--- config.mk ---
export PLATFORM = sky130hd
export DESIGN_NAME = act_pwm_ramp_ctrl
export DESIGN_NICKNAME = d
export VERILOG_FILES = /design/src/rtl/act_pwm_pkg.sv /design/src/rtl/act_btn_sync.sv /design/src/rtl/act_pwm_ramp_ctrl.sv
export SDC_FILE = /design/constraint.sdc
export NUM_CORES = 1
export LEC_CHECK = 0
export CAP_MARGIN = 20
export CORE_AREA = 2 2 105 128
export CTS_BUF_LIST = sky130_fd_sc_hd__clkbuf_4 sky130_fd_sc_hd__clkbuf_8
export CTS_CLUSTER_SIZE = 28
export DETAILED_ROUTE_END_ITERATION = 10
export DIE_AREA = 0 0 107 130
export PLACE_DENSITY_LB_ADDON = 0.25
export SLEW_MARGIN = 20
export SYNTH_ARGS = -nofsm -noshare
export SYNTH_HDL_FRONTEND = slang
export SYNTH_SLANG_ARGS = --single-unit
export TNS_END_PERCENT = 1
--- constraint.sdc ---
create_clock -name clk -period 8.25 [get_ports clk]
set_input_delay 0.825 -clock clk [delete_from_list [all_inputs] [get_ports clk]]
set_output_delay 0.825 -clock clk [all_outputs]
set_load 0.02 [all_outputs]
--- src/rtl/act_pwm_pkg.sv ---
// Shared types and helpers for the multi-channel actuator PWM ramp controller.
// Holds the per-channel ramp FSM encoding, the channel-slice helper for packed
// outputs, and parameter-legality checks evaluated by the top at elaboration.
package act_pwm_pkg;

    typedef enum logic [1:0] {
        IDLE = 2'd0,
        UP   = 2'd1,
        DOWN = 2'd2
    } ramp_state_t;

    // LSB position of channel ch inside a bus packed as NUM_CH fields of width bits.
    function automatic int ch_lsb(input int ch, input int width);
        return ch * width;
    endfunction

    // The PWM counter and duty share DUTY_W bits, and the counter must reach PERIOD-1.
    function automatic bit period_fits(input int period, input int duty_w);
        return (period >= 1) && (period <= (2 ** duty_w) - 1);
    endfunction

    // A press must move the target by a nonzero amount that does not exceed full scale.
    function automatic bit step_fits(input int step, input int period);
        return (step >= 1) && (step <= period);
    endfunction

endpackage

--- src/rtl/act_btn_sync.sv ---
// Button conditioner: 2-flop synchroniser, optional debounce, rising-edge pulse.
// Latency: pulse is high in the cycle after the 2nd sampling edge (plus DEB_CYCLES when debounced).
// Backpressure: none; one single-cycle pulse per accepted press however long it is held.
// Ports: clk, reset (sync, active-high), btn (raw async level), pulse (1-cycle press pulse).
// Option: ACT_DEBOUNCE_EN adds a DEB_CYCLES stable-level filter after the synchroniser.
module act_btn_sync #(
    parameter int DEB_CYCLES = 50000
) (
    input  logic clk,
    input  logic reset,
    input  logic btn,
    output logic pulse
);

    logic sync1;
    logic sync2;
    logic level;
    logic level_prev;

    if (DEB_CYCLES < 1) begin : g_bad_deb
        $error("act_btn_sync: DEB_CYCLES must be >= 1");
    end

    always_ff @(posedge clk) begin
        if (reset) begin
            sync1 <= 1'b0;
            sync2 <= 1'b0;
        end else begin
            sync1 <= btn;
            sync2 <= sync1;
        end
    end

`ifdef ACT_DEBOUNCE_EN
    localparam int CNT_W = (DEB_CYCLES > 1) ? $clog2(DEB_CYCLES + 1) : 1;

    logic [CNT_W-1:0] deb_cnt;
    logic             deb_level;

    // The new level is accepted on the DEB_CYCLES-th consecutive cycle that differs
    // from the accepted level; any return to the old level restarts the count.
    always_ff @(posedge clk) begin
        if (reset) begin
            deb_cnt   <= '0;
            deb_level <= 1'b0;
        end else if (sync2 != deb_level) begin
            if (deb_cnt == CNT_W'(DEB_CYCLES - 1)) begin
                deb_level <= sync2;
                deb_cnt   <= '0;
            end else begin
                deb_cnt <= deb_cnt + 1'b1;
            end
        end else begin
            deb_cnt <= '0;
        end
    end

    assign level = deb_level;
`else
    assign level = sync2;
`endif

    always_ff @(posedge clk) begin
        if (reset) begin
            level_prev <= 1'b0;
        end else begin
            level_prev <= level;
        end
    end

    // Combinational so the target register can act on the very next edge.
    assign pulse = level & ~level_prev;

endmodule

--- src/rtl/act_pwm_ramp_ctrl.sv ---
// Multi-channel actuator drive: button-set saturating target, slew-limited duty, glitch-free PWM.
// Latency: target moves 2 edges after a press is first sampled; duty moves 1 step per ramp tick.
// Backpressure: none; presses always accepted, enable=0 freezes ramp and PWM (forces pwm low).
// Ports: clk, reset (sync, active-high), inc/dec [NUM_CH] raw buttons, enable,
//        pwm [NUM_CH], duty/target [NUM_CH*DUTY_W] (channel i at [i*DUTY_W +: DUTY_W]),
//        at_target [NUM_CH]. Option: ACT_DEBOUNCE_EN enables button debounce (DEB_CYCLES).
module act_pwm_ramp_ctrl
    import act_pwm_pkg::*;
#(
    parameter int NUM_CH     = 2,
    parameter int DUTY_W     = 8,
    parameter int PERIOD     = 100,
    parameter int STEP       = 5,
    parameter int RAMP_DIV   = 1000,
    parameter int DEB_CYCLES = 50000
) (
    input  logic                     clk,
    input  logic                     reset,
    input  logic [NUM_CH-1:0]        inc,
    input  logic [NUM_CH-1:0]        dec,
    input  logic                     enable,
    output logic [NUM_CH-1:0]        pwm,
    output logic [NUM_CH*DUTY_W-1:0] duty,
    output logic [NUM_CH*DUTY_W-1:0] target,
    output logic [NUM_CH-1:0]        at_target
);

    localparam int PRE_W = (RAMP_DIV > 1) ? $clog2(RAMP_DIV) : 1;

    // Target arithmetic is one bit wider so the +STEP result can be clamped, never wrapped.
    localparam logic [DUTY_W:0] STEP_X   = (DUTY_W + 1)'(STEP);
    localparam logic [DUTY_W:0] PERIOD_X = (DUTY_W + 1)'(PERIOD);

    if (!period_fits(PERIOD, DUTY_W)) begin : g_bad_period
        $error("act_pwm_ramp_ctrl: PERIOD must be in 1..2**DUTY_W-1");
    end
    if (!step_fits(STEP, PERIOD)) begin : g_bad_step
        $error("act_pwm_ramp_ctrl: STEP must be in 1..PERIOD");
    end
    if (RAMP_DIV < 1) begin : g_bad_ramp
        $error("act_pwm_ramp_ctrl: RAMP_DIV must be >= 1");
    end

    // Shared ramp prescaler; tick is gated by enable so a disabled block never ramps.
    logic [PRE_W-1:0] pre_cnt;
    logic             tick;

    assign tick = enable && (pre_cnt == PRE_W'(RAMP_DIV - 1));

    always_ff @(posedge clk) begin
        if (reset) begin
            pre_cnt <= '0;
        end else if (enable) begin
            pre_cnt <= tick ? '0 : pre_cnt + 1'b1;
        end
    end

    // Shared PWM period counter, parked at 0 while disabled so re-enable starts a full period.
    logic [DUTY_W-1:0] pwm_cnt;
    logic              period_end;

    assign period_end = enable && (pwm_cnt == DUTY_W'(PERIOD - 1));

    always_ff @(posedge clk) begin
        if (reset || !enable) begin
            pwm_cnt <= '0;
        end else begin
            pwm_cnt <= period_end ? '0 : pwm_cnt + 1'b1;
        end
    end

    for (genvar i = 0; i < NUM_CH; i++) begin : g_ch
        logic              inc_pulse;
        logic              dec_pulse;
        logic [DUTY_W-1:0] tgt_q;
        logic [DUTY_W:0]   tgt_up;
        logic [DUTY_W:0]   tgt_dn;
        logic [DUTY_W-1:0] duty_q;
        logic [DUTY_W-1:0] duty_nxt;
        logic [DUTY_W-1:0] duty_plus;
        logic [DUTY_W-1:0] duty_minus;
        logic [DUTY_W-1:0] shadow_q;
        logic              pwm_q;
        logic              at_tgt;
        ramp_state_t       state_q;
        ramp_state_t       state_nxt;

        act_btn_sync #(.DEB_CYCLES(DEB_CYCLES)) u_inc_sync (
            .clk   (clk),
            .reset (reset),
            .btn   (inc[i]),
            .pulse (inc_pulse)
        );

        act_btn_sync #(.DEB_CYCLES(DEB_CYCLES)) u_dec_sync (
            .clk   (clk),
            .reset (reset),
            .btn   (dec[i]),
            .pulse (dec_pulse)
        );

        // Target: saturating +/-STEP. A simultaneous inc and dec cancel.
        // STEP <= PERIOD < 2**DUTY_W, so the borrow bit of tgt_dn flags underflow exactly.
        assign tgt_up = {1'b0, tgt_q} + STEP_X;
        assign tgt_dn = {1'b0, tgt_q} - STEP_X;

        always_ff @(posedge clk) begin
            if (reset) begin
                tgt_q <= '0;
            end else if (inc_pulse && !dec_pulse) begin
                tgt_q <= (tgt_up > PERIOD_X) ? PERIOD_X[DUTY_W-1:0] : tgt_up[DUTY_W-1:0];
            end else if (dec_pulse && !inc_pulse) begin
                tgt_q <= tgt_dn[DUTY_W] ? '0 : tgt_dn[DUTY_W-1:0];
            end
        end

        // Ramp FSM: state register (duty travels with the state).
        always_ff @(posedge clk) begin
            if (reset) begin
                state_q <= IDLE;
                duty_q  <= '0;
            end else begin
                state_q <= state_nxt;
                duty_q  <= duty_nxt;
            end
        end

        assign duty_plus  = duty_q + 1'b1;
        assign duty_minus = duty_q - 1'b1;

        // Ramp FSM: next state. The target seen here is the registered (pre-update) one,
        // so a tick coinciding with a target change steps against the old target.
        // A reversal only changes direction on that cycle; stepping resumes on the next tick.
        always_comb begin
            state_nxt = state_q;
            duty_nxt  = duty_q;
            case (state_q)
                IDLE: begin
                    if (tgt_q > duty_q) begin
                        state_nxt = UP;
                    end else if (tgt_q < duty_q) begin
                        state_nxt = DOWN;
                    end
                end
                UP: begin
                    if (tgt_q < duty_q) begin
                        state_nxt = DOWN;
                    end else if (tgt_q == duty_q) begin
                        state_nxt = IDLE;
                    end else if (tick) begin
                        duty_nxt = duty_plus;
                        if (duty_plus == tgt_q) begin
                            state_nxt = IDLE;
                        end
                    end
                end
                DOWN: begin
                    if (tgt_q > duty_q) begin
                        state_nxt = UP;
                    end else if (tgt_q == duty_q) begin
                        state_nxt = IDLE;
                    end else if (tick) begin
                        duty_nxt = duty_minus;
                        if (duty_minus == tgt_q) begin
                            state_nxt = IDLE;
                        end
                    end
                end
                default: begin
                    state_nxt = IDLE;
                end
            endcase
        end

        // Ramp FSM: outputs.
        always_comb begin
            at_tgt = (state_q == IDLE);
        end

        // Shadow duty only changes at the period boundary so no pulse is ever cut short.
        always_ff @(posedge clk) begin
            if (reset) begin
                shadow_q <= '0;
                pwm_q    <= 1'b0;
            end else begin
                if (period_end) begin
                    shadow_q <= duty_q;
                end
                pwm_q <= enable && (pwm_cnt < shadow_q);
            end
        end

        assign pwm[i]                             = pwm_q;
        assign at_target[i]                       = at_tgt;
        assign duty[ch_lsb(i, DUTY_W) +: DUTY_W]   = duty_q;
        assign target[ch_lsb(i, DUTY_W) +: DUTY_W] = tgt_q;
    end

endmodule

## Word-level counts from Yosys, hierarchy flattened

Cells that the tools add are included.

| storage, ports and cells | value |
|---|---|
| register bits | 84 |
| logic and storage cells | 154 |

| operators by class | value |
|---|---|
| add/subtract/negate cells | 10 |
| magnitude comparators | 8 |
| eq/ne operators | 34 |
| muxes and demuxes | 45 |
| bitwise gates (word level) | 8 |
| reduce and logical (&&, ||, !) cells | 25 |

Operators with widths:

| kind | number |
|---|---|
| 2-to-1 mux 8 bit | 20 |
| equality test 8 bit | 6 |
| 2-to-1 mux 2 bit | 20 |
| < comparator 8 bit | 4 |
| != test 4 bit, second input constant | 8 |
| one-hot mux 8 bit (2 select lines) | 2 |
| adder 8 x 1 -> 8 bit, second input constant | 3 |
| != test 2 bit, second input constant | 12 |
| adder 8 x 3 -> 9 bit, second input constant | 2 |
| greater-than comparator 9 x 7 -> 1 bit, second input constant | 2 |
| subtractor 8 x 3 -> 9 bit, second input constant | 2 |
| greater-than comparator 8 bit | 2 |
| subtractor 8 x 1 -> 8 bit, second input constant | 2 |
| AND reduction 7 bit | 2 |
| one-hot mux 2 bit (3 select lines) | 2 |
| adder 10 x 1 -> 10 bit, second input constant | 1 |
| equality test 10 bit, second input constant | 1 |
| 2-to-1 mux 10 bit | 1 |
| AND reduction 5 bit | 2 |
| equality test 8 x 7 -> 1 bit, second input constant | 1 |
| logical AND 1 bit | 8 |
| nonzero test 2 bit | 4 |
| != test 3 x 1 -> 1 bit, second input constant | 2 |
| logical NOT 1 bit | 5 |
| other kinds (7) | 16 |

## Longest topological paths before layout

| depth | value |
|---|---|
| word-level depth | 7 |
| depth in mapped cells | 10 |
| mapped depth without buffers | 8 |

## By module

A second synthesis with hierarchy kept.

| second synthesis, totals | value |
|---|---|
| cells, all modules | 825 |
| area total of the unflattened synthesis | 6,172.2 sq um |

Modules (own cells, without submodules):

| module | instances | cells an instance | area each (sq um) |
|---|---|---|---|
| act_pwm_ramp_ctrl | 1 | 797 | 5,821.8 |
| act_btn_sync | 4 | 7 | 87.6 |

## Worst setup path after synthesis

Ideal clock, no wire load.

| timing | value |
|---|---|
| kind | reg2reg |
| from | reg g_ch[1].duty_q[2] |
| to | reg g_ch[1].duty_q[7] |
| arrival time | 2.688 ns |
| required time | 8.129 ns |
| slack | 5.441 ns |
| stages on the path, launching flop included | 11 |
| buffers on the path | 2 |
| clock period less this slack | 2.809 ns |
| cells stage by stage | dfxtp_1 > buf_1 > inv_1 > ha_1 > o21ai_0 > a21oi_1 > o21a_1 > or4_4 > buf_6 > a21oi_1 > mux2_2 |

| between the ends | value |
|---|---|
| word-level cells in the longest chain between the ends | 5 |
| elaborated cells between the ends (all ways) | 17 |

Ends and longest elaborated chain:

| what | line | text |
|---|---|---|
| from (decl) | act_pwm_ramp_ctrl.sv:78 | `logic [DUTY_W-1:0] duty_q;` |
| from (signal assigned) | act_pwm_ramp_ctrl.sv:124 | `duty_q <= duty_nxt;` |
| subtractor 8 x 1 -> 8 bit or adder 8 x 1 -> 8 bit (tied branches) | act_pwm_ramp_ctrl.sv:129, act_pwm_ramp_ctrl.sv:128 |  |
| 2-to-1 mux 8 bit (on tied branches) | act_pwm_ramp_ctrl.sv:162, act_pwm_ramp_ctrl.sv:150 |  |
| 2-to-1 mux 8 bit (on tied branches) | act_pwm_ramp_ctrl.sv:160, act_pwm_ramp_ctrl.sv:148 |  |
| 2-to-1 mux 8 bit (on tied branches) | act_pwm_ramp_ctrl.sv:158, act_pwm_ramp_ctrl.sv:146 |  |
| one-hot mux 8 bit (2 select lines) | act_pwm_ramp_ctrl.sv:137 | `case (state_q)` |

Parallel ways exist; a longest one is shown, timed or not. The select of a mux whose other input is x is not followed.
A chain may end at the register's enable or synchronous reset.

## Worst setup path after layout

| timing | value |
|---|---|
| from | in enable |
| to | reg g_ch[1].duty_q[3] |

| between the ends | value |
|---|---|
| word-level cells in the longest chain between the ends | 3 |
| elaborated cells between the ends (all ways) | 4 |

Ends and longest elaborated chain:

| what | line | text |
|---|---|---|
| from (decl) | act_pwm_ramp_ctrl.sv:21 | `input logic enable,` |
| logical AND 1 bit (*) | act_pwm_ramp_ctrl.sv:48 | `assign tick = enable && (pre_cnt == PRE_W'(RAMP_DIV - 1));` |
| != test 2 bit (no line) | -- |  |
| AND reduction 7 bit (no line) (*) | -- |  |

Mark *: on every way between the ends. The rest lies on a longest branch, timed or not.

==> impl_metrics.yaml <==
timing:
  finalHoldViolations: 0
  worst_pin_slew_ps: 873
  fmax_ghz: 0.330
  maxSlewHeadroom: 0.417
  finalSetupViolations: 0
  slew_viol_final: 0
  rsz0062_at_grt: "false"
  fin_crit_sh: 0.367
  fin_skew_ps: 19.1
  fin_crit_ps: 3030
  fin_setup_tns_ps: 0
global_route:
  grt_max_degree: 80
  grt_pass1_wl_microns: 26400
  antenna_found_initial: 0
  grt_overflow: 0
  grt_pass1_vias: 5561
  track_usage: 0.233
power_and_ir_drop:
  p_comb_frac: 0.212
  switchingPower_uw: 315
  power_density_nw_per_um2: 140
  power_uw: 956
  pwr-share-seq: 0.465
  max-vdd-ir-drop_mv: 0.0847
  p_clk_frac: 0.323
  p_sw_frac: 0.330
  p_leak_uw: 0.00239
  intPower_uw: 641
critical_path:
  crit_fanout: 10
  r2r_cells: 7
  cp_data_arrival_time_ps: 3290
  path_class: "in2reg"
  critPathLaunchType: "input port"
  cp-end-kind: "flip-flop"
  required_ps: 8510
detailed_routing:
  drtIter0Drc: 281
  wl_per_cell_microns: 16.4
  ant_nets: 0
  dr.pass1.iters: 5
  drc: 0
  vias: 5870
  via_per_inst: 6.05
  wirelength_microns: 15900
logic_synthesis:
  async_flop_share: 0
  ys_seq_area_frac: 0.270
  yosys-top-cells-count: "95 x nor2_1, 84 x dfxtp_1, 53 x a21oi_1"
  synth_top_area_frac: 0.270
  synth.area.top_cells: "dfxtp_1 27%, ha_1 8.8%, nor2_1 5.7%"
  synth_top_cell_by_area: "dfxtp_1"
  synth_edf_count: 0
  syn_inst: 800
  yosysMostFrequentCell: "nor2_1"
  synth.yosys.warnings: 0
  ys_seq_elements: 84
  synth_nets: 851
  ys.flop_type: "dfxtp_1"
  synth.cell_area_sq_um: 6230
  synth.distinct_cells: 78
  syn_area_per_cell_sq_um: 7.79
die:
  core_area_sq_um: 12800
  core.rowCount: 46
  die-area_sq_um: 13900
  start_util: 0.485
  pin_count: 43
  dieHeight_microns: 130
  die_w_microns: 107
placed_design:
  dp_hpwl_microns: 11400
  gp_congestion: 0.938
  postPlaceCellArea_sq_um: 6600
  io_buffers: 42
  place_inst: 955
clock_tree:
  cts_tree: "yes"
  post_cts_resized: 0
  clkTransAtPathRegs_ps: 100
  cts_buffer_depth: 2
  clkLatencyLatePin_ps: 360
  hold_buffers: 0
  cts_setup_buffers: 0
  numCtsBuffers: 9
  cts-htree-levels: 3
  cts_sinks: 84
  cts-root-buf: "clkbuf_8"
status:
  outcome: "completed"
flow_run:
  cap_violations: 0
final_layout:
  fin_cells: 971
  final_cell_area_sq_um: 6810
  antenna_cells: 0
  drive_gt1_frac: 0.0598
  finish.utilization: 0.531
  syn2layout_area_growth_pct: 9.38
  nets: 849
worst_hold_path:
  min_path_cells: 1
  min_path_type: "reg2reg"
-- flip-flops by register name, indices dropped and copies added (netlist names), 4 cells and up --
signal and cells:
g_ch.duty_q 16, g_ch.shadow_q 16, g_ch.tgt_q 16, pre_cnt 10, pwm_cnt 8, g_ch.state_q 4
-- cell type report --
class / instances / area (sq um)
fillers: 1243 / 6020
inverters: 46 / 175
well taps: 168 / 210
multi-input cells: 614 / 4120
clock buffers: 9 / 124
clock inverters: 7 / 80.1
flip-flops and latches: 84 / 1680
repair buffers: 43 / 423
-- per-layer routing --
| metal | track usage | up-vias | wire length, microns |
|---|---|---|---|
| met1 | 0.290 | 2766 | 7050 |
| met2 | 0.399 | 196 | 7640 |
| met3 | 0.0390 | 49 | 744 |
| met4 | 0.0993 | 0 | 486 |
| li1 | - | 2859 | - |
| met5 | 0 | - | 0 |
-- power groups by stage --
stage | Sequential [uW] | Combinational (uW) | Clock, uW
2_1_floorplan | 439 | 163 | 0
6_report | 445 | 202 | 309
3_5_place_dp | 453 | 199 | 0
4_1_cts | 444 | 199 | 319
5_1_grt | 447 | 224 | 338
3_3_place_gp | 452 | 195 | 0
-- through the flow --
stage                     hold WS [ps]  worst slack, ps
final                              442             5220
after global routing               452             5030
after CTS                          437             5220
after detailed placement           426             4820
after global placement             415             4880
after floorplan                    414             5440
-- kinds of logic (layout without fill, tap and decap cells) --
| logic type | count (synthesis) | in the layout | synth area share |
|---|---|---|---|
| AND/OR/NAND/NOR | 304 | 304 | 0.253 |
| AO/OA/AOI/OAI | 189 | 189 | 0.203 |
| buffers and inverters | 102 | 105 | 0.0695 |
| flip-flops | 84 | 84 | 0.270 |
| XOR/XNOR | 50 | 50 | 0.0703 |
| adder cells (fa/ha/maj) | 44 | 44 | 0.0884 |
| multiplexers | 27 | 27 | 0.0458 |
-- critical path: stages --
cell	delay, ps
clkdlybuf4s50_1	620
and3_4	260
and3_1	450
nand2_4	90
a2111o_1	500
a21oi_1	190
mux2_2	340
-- path summary, 6_finish.rpt --
kind / from / to / slack (ps)
setup / recovery: enable / g_ch[1].duty_q[3]$_SDFFE_PP0P_ / 5220
hold / removal: g_ch[0].u_dec_sync.sync1$_SDFF_PP0_ / g_ch[0].u_dec_sync.level$_SDFF_PP0_ / 440
setup reg to reg: g_ch[1].duty_q[6]$_SDFFE_PP0P_ / g_ch[1].duty_q[3]$_SDFFE_PP0P_ / 5270
hold reg to reg: g_ch[0].u_dec_sync.sync1$_SDFF_PP0_ / g_ch[0].u_dec_sync.level$_SDFF_PP0_ / 440
-- cell usage in the layout (no fill, tap or decap), drive strengths merged, types with 7 or more instances in the layout --
| master | instances |
|---|---|
| xnor2 | 29 |
| o21ai | 35 |
| mux2i | 18 |
| or4 | 7 |
| nor2b | 20 |
| clkbuf | 9 |
| a31oi | 10 |
| nor4 | 11 |
| and4 | 9 |
| nor3 | 24 |
| nand4 | 9 |
| nand3 | 28 |
| xor2 | 21 |
| nand2b | 13 |
| mux2 | 9 |
| dfxtp | 84 |
| nor2 | 96 |
| a211oi | 15 |
| o21a | 7 |
| nand2 | 46 |
| ha | 44 |
| a21oi | 53 |
| inv | 50 |
| a21o | 11 |
| and3 | 13 |
| clkdlybuf4s50 | 41 |
Power figures use the tool's default switching activity.
==> edit 1 (same flow settings) <==
Add a define of `ACT_DEBOUNCE_EN`.
--- a/src/rtl/act_btn_sync.sv
+++ b/src/rtl/act_btn_sync.sv
@@ -5,2 +5,4 @@
 // Option: ACT_DEBOUNCE_EN adds a DEB_CYCLES stable-level filter after the synchroniser.
+`define ACT_DEBOUNCE_EN
+
 module act_btn_sync #(
Check against the original RTL: not equivalent (Yosys sat finds a counterexample within 4 cycles, from zero or initial values and one cycle with reset high).
==> edit 1 against the unedited design <==
  * Sequential cell count is 68 higher
  * Cell area up 44%
  * Sequential power rose by 66%
  * Synthesized area increased by 45%
  * Critical path depth increased by 1
  * Clock power grew 100%
  * Hold slack better by 5.4 ps
  * Routed wire length is 25% higher
  * Total power grew 45%
  * Cell count rose by 31%
  * Via count increased by 33%
  * Synthesized cell count increased by 36%
  * Setup slack gained 220 ps
  * Critical endpoint is now g_ch[0].duty_q[6]
==> edit 1: results (changes against the unedited design) <==
status=finished clean (unchanged); initial DRC count=673 (was 281); multiplexer share of the synthesized area=4.12% (was 4.58%); Synth area leaders=dfxtp_1 (34%), nor2_1 (6.8%), ha_1 (6.6%) (was dfxtp_1 (27%), ha_1 (8.8%), nor2_1 (5.7%)); Clock Latency Late Sink=480 ps (was 360 ps); register area share after synthesis=33.6% (was 27.0%); power in the clock group=0.000623 W (was 0.000309 W); LEAKAGE=3.47 nW (was 2.39 nW); Final HPWL DP=13500 um (was 11400 um); Vias/cell=6.12 (was 6.05); layout cells sized above 1=7.16% (was 5.98%); WL met3=1070 um (was 744 um); top cells by count, synth=nor2_1 (163), dfxtp_1 (152), nand2_1 (67), xnor2_1 (56), inv_1 (52) (was nor2_1 (95), dfxtp_1 (84), a21oi_1 (53), nand2_1 (45)); Hold Path End=g_ch[0].u_dec_sync.sync2 (was g_ch[0].u_dec_sync.level); worst-case reg-to-reg path depth=8 (was 7); final WL=19800 um (was 15900 um); Comb. pwr=0.0000241 W (was 0.000202 W); Worst Skew=16.0 ps (was 19.1 ps); Worst R2R Start=g_ch[0].duty_q[2] (was g_ch[1].duty_q[6]); global-route wire length before repair=33500 um (was 26400 um); H-tree depth=4 (was 3); compound-cell area share of the yosys netlist=12.8% (was 20.3%); Crit path arrival time=3190 ps (was 3290 ps); TritonCTS buffer count=17 (was 9); flop-to-flop setup slack=5440 ps (was 5270 ps); biggest regs=g_ch.u_dec_sync.deb_cnt (32), g_ch.u_inc_sync.deb_cnt (32) (was g_ch.duty_q (16), g_ch.shadow_q (16), g_ch.tgt_q (16)); family with the most delay on the worst path=compound AO/OA/AOI/OAI gates (was simple AND/OR/NAND/NOR gates); min-delay src=g_ch[0].u_dec_sync.sync1 (unchanged); pre-CTS setup slack=5120 ps (was 4820 ps); met1 usage=36.9% (was 29.0%); RD Place Congestion=0.955 (was 0.938); Slew @ Worst Pin=887 ps (was 873 ps); maximum vdd drop=141 uV (was 84.7 uV); # Post-CTS Setup Buffers=0 (unchanged); GRT Total Usage=29.7% (was 23.3%); post-synthesis cell type count=89 (was 78); met2 wire length=9620 um (was 7640 um); maximum number of pins on one net before global-route repair=82 (was 80); reg2reg end=g_ch[0].duty_q[6] (was g_ch[1].duty_q[3]); GR Layer Usage met3=6.19% (was 3.90%); M2 GR Usage=50.1% (was 39.9%); CP max FO=14 (was 10); vias in the first global route=7248 (was 5561); post-synthesis xor/xnor area fraction=10.2% (was 7.03%)
## edit 1: cell count changes in the layout (fill, tap and decap cells not counted), sizes merged, moves of 15 or more
cell   change
and3      +15
dfxtp     +68
nand2     +24
nand3     +22
nand4     +17
nor2      +68
xnor2     +27
xor2      +28
## edit 1: how the worst max path moves through the flow
stage / start / endpoint / slack [ps] / depth (start not counted)
floorplan: g_ch[0].duty_q[5] / g_ch[0].duty_q[2] / 5890 / 10
global placement: enable / g_ch[0].duty_q[6] / 5180 / 7
global route: g_ch[0].duty_q[2] / g_ch[0].duty_q[6] / 5290 / 8
detailed placement: enable / g_ch[0].duty_q[6] / 5120 / 7
CTS: g_ch[1].tgt_q[3] / target[11] / 5490 / 1
finish: g_ch[0].duty_q[2] / g_ch[0].duty_q[6] / 5440 / 8
## edit 1: cell type report
| type | instances | area [um2] |
|---|---|---|
| fillers | 943 | 3040 |
| clock inverters | 14 | 188 |
| inverters | 52 | 195 |
| clock buffers | 18 | 241 |
| well taps | 168 | 210 |
| repair buffers | 44 | 430 |
| flip-flops and latches | 152 | 3040 |
| multi-input cells | 824 | 5490 |
## edit 1: through the flow
step	hold WS, ps	power, W	std cells
after floorplan	413	0.000774	1087
after global placement	418	0.000780	1240
after detailed placement	429	0.000780	1240
after CTS	451	0.00139	1272
after global routing	465	0.00143	1272
final	447	0.00139	1272
## edit 1: cell families (layout without fill, tap and decap cells)
group | Yosys count | in the layout
multiplexers | 36 | 36
AO/OA/AOI/OAI | 167 | 167
AND/OR/NAND/NOR | 468 | 468
flip-flops | 152 | 152
adder cells (fa/ha/maj) | 48 | 48
XOR/XNOR | 105 | 105
buffers and inverters | 111 | 128
==> edit 2 (config.mk and constraints unchanged) <==
Without the edit above. Add an input register stage for `inc`, `dec` and `enable`, without a reset; this delays them by one clock.
--- a/src/rtl/act_pwm_ramp_ctrl.sv
+++ b/src/rtl/act_pwm_ramp_ctrl.sv
@@ -33,2 +33,12 @@
 
+    logic [NUM_CH-1:0] inc_q;
+    logic [NUM_CH-1:0] dec_q;
+    logic enable_q;
+
+    always_ff @(posedge clk) begin
+        inc_q    <= inc;
+        dec_q    <= dec;
+        enable_q <= enable;
+    end
+
     if (!period_fits(PERIOD, DUTY_W)) begin : g_bad_period
@@ -47,3 +57,3 @@
 
-    assign tick = enable && (pre_cnt == PRE_W'(RAMP_DIV - 1));
+    assign tick = enable_q && (pre_cnt == PRE_W'(RAMP_DIV - 1));
 
@@ -52,3 +62,3 @@
             pre_cnt <= '0;
-        end else if (enable) begin
+        end else if (enable_q) begin
             pre_cnt <= tick ? '0 : pre_cnt + 1'b1;
@@ -61,6 +71,6 @@
 
-    assign period_end = enable && (pwm_cnt == DUTY_W'(PERIOD - 1));
+    assign period_end = enable_q && (pwm_cnt == DUTY_W'(PERIOD - 1));
 
     always_ff @(posedge clk) begin
-        if (reset || !enable) begin
+        if (reset || !enable_q) begin
             pwm_cnt <= '0;
@@ -90,3 +100,3 @@
             .reset (reset),
-            .btn   (inc[i]),
+            .btn   (inc_q[i]),
             .pulse (inc_pulse)
@@ -97,3 +107,3 @@
             .reset (reset),
-            .btn   (dec[i]),
+            .btn   (dec_q[i]),
             .pulse (dec_pulse)
@@ -188,3 +198,3 @@
                 end
-                pwm_q <= enable && (pwm_cnt < shadow_q);
+                pwm_q <= enable_q && (pwm_cnt < shadow_q);
             end
Formal check against the unedited RTL: not equivalent (a bounded check fails within 4 cycles, from zero or initial values and one cycle with reset high).
==> edit 2 against the unedited design <==
  * Cell count rose by 0.51%
  * Sequential cell count rose by 5
  * Setup slack improved by 230 ps
  * Cell area increased by 1.2%
  * Utilization grew 0.62 points
  * Synthesized area increased by 0.48%
  * Total power increased by 17%
  * Clock skew down 11 ps
  * Routed wire length grew 1.9%
  * Critical path type is now flip-flop to flip-flop
  * Critical endpoint is now g_ch[1].duty_q[2]
  * Largest cell class unchanged
==> edit 2: results (changes against the unedited design) <==
status=finished clean (unchanged); Synth Instances=801 (was 800); post-synthesis cell type count=74 (was 78); Non-clock buffer share=6.35% (was 6.21%); M2 GR Usage=41.2% (was 39.9%); #MultiIn Comb=610 (was 614); Clock buf/inv share=3.05% (was 2.99%); top cells by count, synth=nor2_1 (94), dfxtp_1 (89), inv_1 (48), ha_1 (44) (was nor2_1 (95), dfxtp_1 (84), a21oi_1 (53), nand2_1 (45)); initial DRC count=367 (was 281); multiplexer share of the synthesized area=4.82% (was 4.58%); Initial DRT Pass Iterations=7 (was 5); final WL=16200 um (was 15900 um); Non-clk bufs=45 (was 43); flop-to-flop setup slack=5450 ps (was 5270 ps); WL met3=767 um (was 744 um); fillers=1248 (was 1243); Final HPWL DP=11700 um (was 11400 um); clk buf depth=2 (unchanged); CP max FO=9 (was 10); maximum vdd drop=141 uV (was 84.7 uV); Final #Nets=854 (was 849); Sink Count=89 (was 84); post-synthesis xor/xnor area fraction=6.58% (was 7.03%); RD Place Congestion=0.970 (was 0.938); reg2reg end=g_ch[1].duty_q[2] (was g_ch[1].duty_q[3]); placed inst area=6680 um2 (was 6600 um2); fin util=53.7% (was 53.1%); maximum number of pins on one net before global-route repair=85 (was 80); worst-case reg-to-reg path depth=8 (was 7); Hold Path End=g_ch[1].u_inc_sync.sync1 (was g_ch[0].u_dec_sync.level); sequential share of cell area=25.8% (was 24.7%); compound-cell area share of the yosys netlist=19.5% (was 20.3%); LEAKAGE=2.45 nW (was 2.39 nW); Crit path arrival time=3050 ps (was 3290 ps); Max Clock Freq=357 MHz (was 330 MHz); vias in the first global route=5366 (was 5561); initial antenna violation count=0 (unchanged); met1 usage=30.0% (was 29.0%); WL met1=7000 um (was 7050 um); pre-CTS setup slack=5410 ps (was 4820 ps); Cell Int Power=0.000722 W (was 0.000641 W); Reg power frac=43.9% (was 46.5%); Non-CTS inverters=48 (was 46); Worst Skew=8.40 ps (was 19.1 ps); global-route wire length before repair=26700 um (was 26400 um); min-delay src=inc_q[1] (was g_ch[0].u_dec_sync.sync1); multi-input gate share of total cell area=59.1% (was 60.5%); GR Layer Usage met3=3.60% (was 3.90%); GRT Total Usage=23.9% (was 23.3%); DR vias=5893 (was 5870); layout cells sized above 1=5.07% (was 5.98%); Synth area leaders=dfxtp_1 (28%), ha_1 (8.8%), nor2_1 (5.6%) (was dfxtp_1 (27%), ha_1 (8.8%), nor2_1 (5.7%)); placed cells=960 (was 955); post-synthesis adder-cell area fraction=8.80% (was 8.84%); Rel. slew slack=30.9% (was 41.7%); WL per Instance=16.6 um (was 16.4 um); met2 wire length=7990 um (was 7640 um); seq pwr=0.000492 W (was 0.000445 W); register area share after synthesis=28.5% (was 27.0%)
## edit 2: cell types whose count changed after synthesis, moves of 7 or more
cell      before  now
nand4_1        9   18
clkbuf_1      33   43
a21oi_1       53   43
a21o_1        11   18
o21ai_0       35   28
nor3_1        24   33
## edit 2: critical path, cell delays in order (launching register included)
cell      delay (ps)
dfxtp_1          570
inv_1            160
ha_1             350
a21oi_1          150
a21boi_0         110
nor2_1           290
nand4_1          330
a221oi_1         370
mux2_2           380
## edit 2: worst max-delay path by stage
stage                     depth (start not counted)                 end              start
final                                             8   g_ch[1].duty_q[2]  g_ch[1].duty_q[6]
after global routing                              8   g_ch[1].duty_q[2]  g_ch[1].duty_q[6]
after CTS                                         8   g_ch[1].duty_q[2]  g_ch[1].duty_q[6]
after detailed placement                          6    g_ch[0].tgt_q[0]              reset
after global placement                            8  g_ch[0].state_q[1]  g_ch[0].duty_q[1]
after floorplan                                   8   g_ch[1].duty_q[2]  g_ch[1].duty_q[5]
